## config.mk

```make
export PLATFORM = sky130hd
export DESIGN_NAME = fetch_pc_unit_flat
export DESIGN_NICKNAME = d
export VERILOG_FILES = /design/src/rtl/fetch_pc_unit_if.sv /design/src/rtl/fetch_pc_unit.sv /design/src/flat_wrapper.sv
export SDC_FILE = /design/constraint.sdc
export NUM_CORES = 1
export LEC_CHECK = 0
export ABC_AREA = 1
export CAP_MARGIN = 0
export CORE_MARGIN = 2
export CORE_UTILIZATION = 36
export DETAILED_ROUTE_END_ITERATION = 7
export PLACE_DENSITY = 0.84
export SLEW_MARGIN = 20
export SYNTH_ARGS = -nofsm -noshare
export SYNTH_HDL_FRONTEND = slang
export SYNTH_SLANG_ARGS = --single-unit
```

## constraint.sdc

```tcl
create_clock -name i_clk -period 1.03 [get_ports i_clk]
set_input_delay 0.206 -clock i_clk [delete_from_list [all_inputs] [get_ports i_clk]]
set_output_delay 0.206 -clock i_clk [all_outputs]
set_load 0.05 [all_outputs]
```

## src/rtl/fetch_pc_unit_if.sv

```systemverilog
// Instruction-memory fetch handshake between fetch_pc_unit and instruction memory.
interface fetch_pc_unit_if #(
    parameter int ADDR_W = 5
);
    logic              req;
    logic [ADDR_W-1:0] addr;
    logic [ADDR_W+2:0] rdata;
    logic              ack;

    modport master (
        output req,
        output addr,
        input  rdata,
        input  ack
    );

    modport slave (
        input  req,
        input  addr,
        output rdata,
        output ack
    );
endinterface

```

## src/rtl/fetch_pc_unit.sv

```systemverilog
// Fetch / PC stage feeding the accumulator-CPU controller.
// Optional fetch watchdog with FAULT state: define FETCH_TIMEOUT_EN.
module fetch_pc_unit #(
    parameter int ADDR_W   = 5,
    parameter int RESET_PC = 0,
    parameter int TIMEOUT  = 15
) (
    input  logic              i_clk,
    input  logic              i_rst,
    input  logic              i_start,
    input  logic [1:0]        i_pc_src,
    fetch_pc_unit_if.master   imem,
    output logic [2:0]        o_opcode,
    output logic [ADDR_W-1:0] o_operand_addr,
    output logic              o_instr_valid,
    output logic [ADDR_W-1:0] o_pc,
    output logic              o_halted
);

    typedef enum logic [1:0] {
        S_IDLE,
        S_FETCH,
        S_EXEC
`ifdef FETCH_TIMEOUT_EN
        , S_FAULT
`endif
    } state_t;

    state_t            r_state;
    state_t            w_state_nxt;
    logic [ADDR_W-1:0] r_pc;
    logic [ADDR_W-1:0] w_pc_nxt;
    logic [ADDR_W+2:0] r_ir;
    logic              w_ir_load;

`ifdef FETCH_TIMEOUT_EN
    localparam int TW = $clog2(TIMEOUT + 1);
    logic [TW-1:0] r_tcnt;
    logic          w_tmo;

    assign w_tmo = (r_tcnt == TW'(TIMEOUT - 1));

    // Zero whenever outside FETCH, so every FETCH entry starts from zero.
    always_ff @(posedge i_clk) begin
        if (i_rst || r_state != S_FETCH) begin
            r_tcnt <= '0;
        end else if (!imem.ack) begin
            r_tcnt <= r_tcnt + TW'(1);
        end
    end
`endif

    always_comb begin
        w_state_nxt = r_state;
        w_pc_nxt    = r_pc;
        w_ir_load   = 1'b0;
        unique case (r_state)
            S_IDLE: begin
                if (i_start) begin
                    w_state_nxt = S_FETCH;
                end
            end
            S_FETCH: begin
                if (imem.ack) begin
                    w_ir_load   = 1'b1;
                    w_state_nxt = S_EXEC;
                end
`ifdef FETCH_TIMEOUT_EN
                else if (w_tmo) begin
                    w_state_nxt = S_FAULT;
                end
`endif
            end
            S_EXEC: begin
                unique case (i_pc_src)
                    2'b01: begin
                        w_pc_nxt    = r_ir[ADDR_W-1:0];
                        w_state_nxt = S_FETCH;
                    end
                    2'b10: begin
                        w_state_nxt = S_EXEC;
                    end
                    default: begin
                        w_pc_nxt    = r_pc + ADDR_W'(1);
                        w_state_nxt = S_FETCH;
                    end
                endcase
            end
`ifdef FETCH_TIMEOUT_EN
            S_FAULT: begin
                w_state_nxt = S_FAULT;
            end
`endif
            default: begin
                w_state_nxt = S_IDLE;
            end
        endcase
    end

    always_ff @(posedge i_clk) begin
        if (i_rst) begin
            r_state <= S_IDLE;
            r_pc    <= ADDR_W'(RESET_PC);
            r_ir    <= '0;
        end else begin
            r_state <= w_state_nxt;
            r_pc    <= w_pc_nxt;
            if (w_ir_load) begin
                r_ir <= imem.rdata;
            end
        end
    end

    // Every output decodes registered state only.
    assign imem.req       = (r_state == S_FETCH);
    assign imem.addr      = r_pc;
    assign o_pc           = r_pc;
    assign o_opcode       = r_ir[ADDR_W+2:ADDR_W];
    assign o_operand_addr = r_ir[ADDR_W-1:0];
    assign o_instr_valid  = (r_state == S_EXEC);
`ifdef FETCH_TIMEOUT_EN
    assign o_halted       = (r_state == S_IDLE) || (r_state == S_FAULT);
`else
    assign o_halted       = (r_state == S_IDLE);
`endif

endmodule

```

## src/flat_wrapper.sv

```systemverilog
// flat-port wrapper written by rule: the top's interface ports become plain ports
module fetch_pc_unit_flat 
#(
    parameter int ADDR_W   = 5,
    parameter int RESET_PC = 0,
    parameter int TIMEOUT  = 15
)
  (i_clk, i_rst, i_start, i_pc_src, o_opcode, o_operand_addr, o_instr_valid, o_pc, o_halted, imem_req, imem_addr, imem_rdata, imem_ack);
  fetch_pc_unit_if #(.ADDR_W(ADDR_W)) imem_i ();
  input  logic i_clk;
  input  logic i_rst;
  input  logic i_start;
  input  logic [1:0] i_pc_src;
  output logic [2:0] o_opcode;
  output logic [ADDR_W-1:0] o_operand_addr;
  output logic o_instr_valid;
  output logic [ADDR_W-1:0] o_pc;
  output logic o_halted;
  output wire logic [$bits(imem_i.req)-1:0] imem_req;
  output wire logic [$bits(imem_i.addr)-1:0] imem_addr;
  input wire logic [$bits(imem_i.rdata)-1:0] imem_rdata;
  input wire logic [$bits(imem_i.ack)-1:0] imem_ack;
  assign imem_req = imem_i.req;
  assign imem_addr = imem_i.addr;
  assign imem_i.rdata = imem_rdata;
  assign imem_i.ack = imem_ack;
  fetch_pc_unit #(.ADDR_W(ADDR_W), .RESET_PC(RESET_PC), .TIMEOUT(TIMEOUT)) u_core (.i_clk(i_clk), .i_rst(i_rst), .i_start(i_start), .i_pc_src(i_pc_src), .imem(imem_i), .o_opcode(o_opcode), .o_operand_addr(o_operand_addr), .o_instr_valid(o_instr_valid), .o_pc(o_pc), .o_halted(o_halted));
endmodule
```

Word-level counts from Yosys, hierarchy flattened --
Index checks and enable logic that the tools add are counted.
Cells by class: $add $sub $neg 1, equal/unequal tests 6, muxes and demuxes 7, bitwise gates (word level) 1, reduce and logical (&&, ||, !) cells 3
Operator list (number):
- 5-bit one-hot mux with 2 select lines | 1
- 2-bit two-way mux | 3
- 2-bit one-hot mux with 3 select lines | 1
- 5-bit by 1-bit adder with 5-bit output, second input constant | 1
- 2-bit by 1-bit equality test with 1-bit output, second input constant | 2
- 2-bit equality test, second input constant | 2
- 2-bit AND reduction | 2
- 2-bit zero test | 1
- 1-bit two-way mux | 2
- 2-bit by 1-bit inequality test with 1-bit output, second input constant | 1
- 2-bit inequality test, second input constant | 1
- 1-bit NOT | 1
Storage, ports and cells: register bits 15, output and inout port bits 21, word-level logic and storage cells 21

Longest topological paths before layout --
Gate-level depths: netlist of the first run.
word-level depth 3, depth in mapped cells 8, mapped depth without buffers 8

Worst setup path before layout of the first run --
OpenSTA, ideal clock, no wires.
path type reg-to-reg, from reg u_core.r_state[0], to reg u_core.r_state[1], library setup time 0.130 ns, arrival 1.382 ns, slack -0.482 ns, cell stages (with the launch flop) 5, buffers on the path 0, period minus slack after synthesis 1.512 ns, cell sequence dfxtp_1 -> nor2_1 -> inv_1 -> o21ai_0 -> nor3_2
Between the ends: word-level cells in the longest chain between the ends 3
Ends and longest elaborated chain:
- from (decl) | RTL line fetch_pc_unit.sv:29 | state_t r_state;
- from (signal assigned) | RTL line fetch_pc_unit.sv:106 | r_state <= w_state_nxt;
- 2-bit zero test *
- via o_halted | RTL line flat_wrapper.sv:18 | output logic o_halted;
- 2-bit inequality test (no line)
- 2-bit AND reduction (no line)
The timed path passes the listed nets; every way through them passes the cells marked *. A chain may end at the register's enable or synchronous reset.

Final worst setup path of the first run --
from reg u_core.r_pc[0], in the netlist u_core.imem.addr[0], to reg u_core.r_pc[4], in the netlist u_core.imem.addr[4]
Between the ends: word-level cells in the longest chain between the ends 2
Ends and longest elaborated chain:
- from (decl) | RTL line fetch_pc_unit.sv:31 | logic [ADDR_W-1:0] r_pc;
- from (signal assigned) | RTL line fetch_pc_unit.sv:103 | r_pc <= ADDR_W'(RESET_PC);
- from (signal assigned) | RTL line fetch_pc_unit.sv:107 | r_pc <= w_pc_nxt;
- 5-bit by 1-bit adder with 5-bit output | RTL line fetch_pc_unit.sv:84 | w_pc_nxt = r_pc + ADDR_W'(1);
- 5-bit one-hot mux with 2 select lines | RTL line fetch_pc_unit.sv:75 | unique case (i_pc_src)
Every way passes these cells.

==> results of run 1 <==
==> final timing paths <==
path / startpoint / to / depth (start not counted)
worst min-delay path: i_pc_src[1] / u_core.r_state[1] / 3
worst min register to register: u_core.r_ir[5] / u_core.r_ir[5] / 2
worst max register to register: u_core.imem.addr[0] / u_core.imem.addr[4] / 6
worst max-delay path: u_core.imem.addr[0] / u_core.imem.addr[4] / 6
==> metal layers <==
layer	wire length [um]	global-route usage
met1	1270	0.271
met2	1860	0.432
met3	208	0.0208
met4	156	0.0833
met5	0	0
==> flip-flops by register name (all words and copies together), names as in the netlist <==
| register | count |
|---|---|
| u_core.r_state | 2 |
| u_core.imem.addr | 5 |
| u_core.r_ir | 8 |
==> worst register-to-register path, stage by stage, from the launching register on <==
cell and delay [ns]:
sky130_fd_sc_hd__dfxtp_4 0.37, sky130_fd_sc_hd__ha_1 0.24, sky130_fd_sc_hd__nand3_1 0.17, sky130_fd_sc_hd__nor2_1 0.18, sky130_fd_sc_hd__nor2_1 0.06, sky130_fd_sc_hd__nor2_1 0.11, sky130_fd_sc_hd__nor2_1 0.06
==> final cells by class <==
cell class,instances,area (um2)
Clock buffer,3,22.5
Tap cell,27,33.8
Fill cell,93,270
Sequential cell,15,342
Timing Repair Buffer,61,793
Multi-Input combinational cell,73,459
Inverter,13,56.3
Clock inverter,1,5.00
==> per-stage QoR <==
stage | total power [uW] | util | std cells
2_1_floorplan | 893 | - | 109
3_3_place_gp | 1150 | 0.718 | 176
3_5_place_dp | 1160 | 0.718 | 176
4_1_cts | 1570 | 0.811 | 188
5_1_grt | 1690 | 0.864 | 193
6_report | 1650 | 0.864 | 193
==> power by group through the flow <==
stage          logic, uW  registers (uW)  clock network [uW]
5_1_grt              673             625                 389
6_report             648             624                 379
3_5_place_dp         521             641                   0
4_1_cts              589             628                 355
3_3_place_gp         508             640                   0
2_1_floorplan        188             705                   0
==> what timing repair did <==
action                     4_1_cts  5_1_grt
pin swaps                        3        3
setup buffers                    8        5
gates resized for setup         31       19
setup endpoints to repair       35       32
cloned                           0        0
==> cells by family after synthesis <==
logic type,Yosys count,synth area share
adders and majority gates,1,0.0163
and+or+nand+nor,52,0.318
buffers and inverters,21,0.143
AOI/OAI and AO/OA,20,0.132
DFF,15,0.391
==> placed cells by master (no fill, tap or decap), drive strengths merged <==
cell type,n
clkbuf,3
o21ai,7
nor3,1
nor2,13
dlymetal6s2s,1
nand2,25
clkdlybuf4s50,12
a31oi,1
ha,1
dfxtp,15
clkinv,1
inv,13
nand4,1
a21oi,12
buf,48
nand3,12
==> run summary, run 1 <==
outcome - finished, violations left
violated checks - negative setup slack
maximum VDD drop - 0.988 mV
setup slack after layout - -0.259 ns
wire length of the first global-routing pass - 4530 um
overall global routing resource usage - 0.232
top post-synthesis cells by area - sky130_fd_sc_hd__dfxtp_1, sky130_fd_sc_hd__nand2_1, sky130_fd_sc_hd__a21oi_1
final max-slew violation count - 0
clock sinks - 15
worst relative slew slack - 0.736
slowest CP cell - sky130_fd_sc_hd__dfxtp_4
drt pass-1 iters - 4
Highest Clock Rate - 776 MHz
ratio of cells with drive above 1 in the final layout - 0.548
Worst setup EP type - register
worst-case hold slack - 0.348 ns
leading cell type by number of instances after synthesis - sky130_fd_sc_hd__nand2_1
Max Root-Sink Buffers - 2
Final TNS setup - -3.18 ns
clock buffer count from CTS - 3
Yosys top cell area share - 0.391
dpl cell area - 1420 um2
Largest delay share family, worst path - simple AND/OR/NAND/NOR gates
via count of the routed design - 1,029
largest stage delay on the critical path - 0.37 ns
number of library cell types mapped by synthesis - 21
internal portion of total power - 1050 uW
worst-case setup slack after placement - -0.401 ns
CTS Hold Bufs - 0
part of the total power dissipated in sequential elements - 0.378
Horiz. Die Dim - 50.2 um
total setup violations reported at the end of the flow - 33
class of the worst hold path - in2reg
static leakage - 0.000735 uW
routed len/inst - 18.1 um
Detail Placement HPWL - 1790 um
overall overflow remaining after global route - 0
Total Routed Length - 3490 um
actual transition at the worst max-transition pin - 0.391 ns
Core Rows - 16
Crit path arrival time - 1.50 ns
Clk Latency, worst-skew pair - 0.31 ns
gate count after technology mapping - 109
number of enable flip-flop cells after synthesis - 0
Total Die Area - 2520 um2
number of antenna violations at the first check in global routing - 0
First DRT Iteration DRCs - 21
vias per inst - 5.33
total power density per cell area - 964 nW/um2
Core Footprint - 1980 um2
Max-Cap Viols - 0
commonest cells in the synthesized netlist - sky130_fd_sc_hd__nand2_1, sky130_fd_sc_hd__dfxtp_1, sky130_fd_sc_hd__a21oi_1, sky130_fd_sc_hd__nand3_1, sky130_fd_sc_hd__nor2_1
average instance area after synthesis - 7.05 um2
clock input transition at the sequential cells of the worst setup and hold paths - 0.10 ns
final hold violation count - 0
Antenna Diode Count - 0
register-to-register path setup slack - -0.26 ns
crit path buf inv count - 0
number of global-route vias before repair - 990
clock share of power - 0.230
Final ANT Viol Nets - 0
final standard cell area without fillers - 1710 um2
cell-by-cell trace of the critical path - ha_1 -> nand3_1 -> nor2_1 -> nor2_1 -> nor2_1 -> nor2_1
share of total power consumed by net switching - 0.364
unrepaired setup endpoints after global routing - yes
final cycle utilization of the critical path - 1.25
Post-route DRC - 0
main flop type after synthesis - sky130_fd_sc_hd__dfxtp_1
Crit Path Category - reg2reg
clk_skew - 0.00367 ns
placer's final routability congestion estimate - 0.925
area of the mapped netlist - 768 um2
CTS H-tree lvls - 1
final period demand of the worst path - 1.29 ns
starting density of the core - 0.388
I/O pin cnt - 35
Startpoint Class - register
library cell with the largest summed area after synthesis - sky130_fd_sc_hd__dfxtp_1
Top cell by count, worst path - sky130_fd_sc_hd__nor2_1
worst-path fanout max - 3
total nets after synthesis - 124
register bit count reported by yosys - 15
part of the total power dissipated in combinational logic - 0.393
Nets - 182
CTS tree - yes
fraction of registers with async set or reset after synthesis - 0
Syn. warnings - 0
height of the die - 50.2 um
P_sw - 600 uW
pin count of the biggest net entering global routing - 11
share of the yosys chip area belonging to registers - 0.391
cell at the root of the clock tree - sky130_fd_sc_hd__clkbuf_4
Port Buffers - 34
Crit path required time - 1.24 ns
area delta synth->final - 123%
(Power assumes the default switching activity.)
==> run 2: changes to the inputs <==
--- a/config.mk
+++ b/config.mk
@@ -11,7 +11,6 @@
 export CORE_UTILIZATION = 36
 export DETAILED_ROUTE_END_ITERATION = 7
 export PLACE_DENSITY = 0.84
-export SLEW_MARGIN = 20
 export SYNTH_ARGS = -nofsm -noshare
 export SYNTH_HDL_FRONTEND = slang
 export SYNTH_SLANG_ARGS = --single-unit
==> results of run 2 <==
Final layout, timing and power as in run 1 (identical DEF).
==> RTL edit (config.mk and constraints of run 2) <==
`ADDR_W` is set to 5 in 3 places; all go to 6.
--- a/src/rtl/fetch_pc_unit_if.sv
+++ b/src/rtl/fetch_pc_unit_if.sv
@@ -1,6 +1,6 @@
 // Instruction-memory fetch handshake between fetch_pc_unit and instruction memory.
 interface fetch_pc_unit_if #(
-    parameter int ADDR_W = 5
+    parameter int ADDR_W = 6
 );
     logic              req;
     logic [ADDR_W-1:0] addr;
--- a/src/rtl/fetch_pc_unit.sv
+++ b/src/rtl/fetch_pc_unit.sv
@@ -1,7 +1,7 @@
 // Fetch / PC stage feeding the accumulator-CPU controller.
 // Optional fetch watchdog with FAULT state: define FETCH_TIMEOUT_EN.
 module fetch_pc_unit #(
-    parameter int ADDR_W   = 5,
+    parameter int ADDR_W   = 6,
     parameter int RESET_PC = 0,
     parameter int TIMEOUT  = 15
 ) (
--- a/src/flat_wrapper.sv
+++ b/src/flat_wrapper.sv
@@ -1,7 +1,7 @@
 // flat-port wrapper written by rule: the top's interface ports become plain ports
 module fetch_pc_unit_flat 
 #(
-    parameter int ADDR_W   = 5,
+    parameter int ADDR_W   = 6,
     parameter int RESET_PC = 0,
     parameter int TIMEOUT  = 15
 )
Ports: changed (resized imem_addr, imem_rdata, o_operand_addr and o_pc); port bits go from 35 to 39. The function was not compared with the original's and may differ.
==> RTL edit against run 2 <==
The run still ends with negative setup slack left; sequential cell count rose by 2; clock power is 5.5% higher; final cell count grew 8.3%; register-to-register slack better by 0.07 ns; sequential share of layout area shrank 0.55 points; power increased by 13%; clock skew shrank 0.00069 ns; via count increased by 14%; area after synthesis is 13% higher; wire length grew 16%; cell area rose by 15%; worst setup slack got worse by 0.061 ns; count of clock-buffer cells in the layout did not move; critical endpoint is now imem_req; largest cell class unchanged; largest power group unchanged.
==> RTL edit: results (changes against run 2) <==
* Slowest-stage cell, CP: dfxtp_2
* Hold Worst Slack at 0.3432 ns (-0.005277 ns)
* Reg2Reg Setup Slack at -0.19 ns (+0.07 ns)
* WHS Endpoint: u_core.imem.addr[1]
* Part of the Yosys area used for sequential elements at 39.36% (+0.28 points)
* Top cells by instance count after synthesis: 24 x nand2_1, 18 x a21oi_1, 17 x dfxtp_1
* Hold Startpoint: i_pc_src[0]
* Dpl ws at -0.4501 ns (-0.04932 ns)
* DR iter-0 viols at 38 (+81%)
* Worst setup margin at -0.3194 ns (-0.06077 ns)
* Setup tns final at -3.878 ns (-0.6941 ns)
* Layout fillers at 82 (-12%)
* GRT Total Usage at 25.82% (+2.7 points)
* Setup Viol. Count Final at 38 (+15%)
* GPL Wtd Cong at 0.8931 (-3.4%)
* Area post-placement at 0.001612 mm² (+13%)
* Failing checks: negative setup slack
* Syn Nets at 134 (+8.1%)
* Largest net degree at the start of global routing at 14 (+3)
* Worst Skew at 0.002979 ns (-0.0006875 ns)
* DP Cell Count at 192 (+9.1%)
* Reg2Reg Launch Point: u_core.r_state[0]
* Worst EP arrival at 1.14 ns (-0.36 ns)
* Vias at 1173 (+14%)
* Share of cells above drive strength 1 at 60.22% (+5.4 points)
* VDD IR max at 0.0009647 V (-2.3%)
* FF-to-FF End: u_core.r_state[1]
* First-pass GRT wire length at 5181 µm (+14%)
* Max reg flops at 9 (+1)
* Post-DP HPWL at 2007 µm (+12%)
* Port Buffers at 38 (+12%)
* Status: finished, violations left
* Top Family by Delay on Critical Path: flip-flops
* Synthesized netlist cell count at 118 (+8.3%)
-- RTL edit: final cells by class --
class	instances	area share, %
repair buffers	67	46.37
multi-input cells	77	27.48
flip-flops and latches	17	19.40
inverters	16	3.562
well taps	28	1.781
clock buffers	3	1.145
clock inverters	1	0.2545
-- RTL edit: power breakdown --
group          internal [mW]  switching, mW
logic                  0.356          0.390
clock network          0.145          0.254
registers              0.679         0.0370
total                   1.18          0.682
-- RTL edit: logic make-up after synthesis --
kind of cell	Yosys count	share of synthesized area [%]
fa+ha+maj	1	1.447
compound gates	32	19.68
flops	17	39.36
buf+inv	24	13.89
simple gates	43	24.60
xor+xnor	1	1.013
-- RTL edit: worst max-delay path by stage --
stage,end,from,depth (start not counted),slack [ns]
6_report,imem_req,u_core.r_state[0],4,-0.32
5_1_grt,imem_req,u_core.r_state[0],4,-0.35
4_1_cts,o_instr_valid,u_core.r_state[0],4,-0.32
3_5_place_dp,u_core.imem.addr[3],i_pc_src[0],8,-0.45
3_3_place_gp,u_core.imem.addr[3],i_pc_src[0],8,-0.34
2_1_floorplan,u_core.r_ir[1],u_core.r_state[0],6,-0.22
-- RTL edit: timing repair --
item | 4_1_cts | 5_1_grt
hold endpoints to repair | 0 | 0
setup buffers | 11 | 5
pin swaps | 10 | 17
gates resized for setup | 34 | 39
endpoints found under the setup margin | 33 | 38
hold buffers | 0 | 0
-- RTL edit: worst reg2reg max path: cells and delay by family, from the launching register on --
kind / cells / cell delay [ns]
buffers and inverters: 3 / 0.35
DFF: 1 / 0.36
and+or+nand+nor: 2 / 0.39
AOI/OAI and AO/OA: 1 / 0.04
-- RTL edit: per-layer routing --
metal	track usage (%)	part of all wire (%)	vias to the layer above
li1	-	-	509
met1	26.09	34	554
met2	50.42	54	89
met3	4.237	7.7	21
met4	11.97	4.6	0
met5	0	0	-
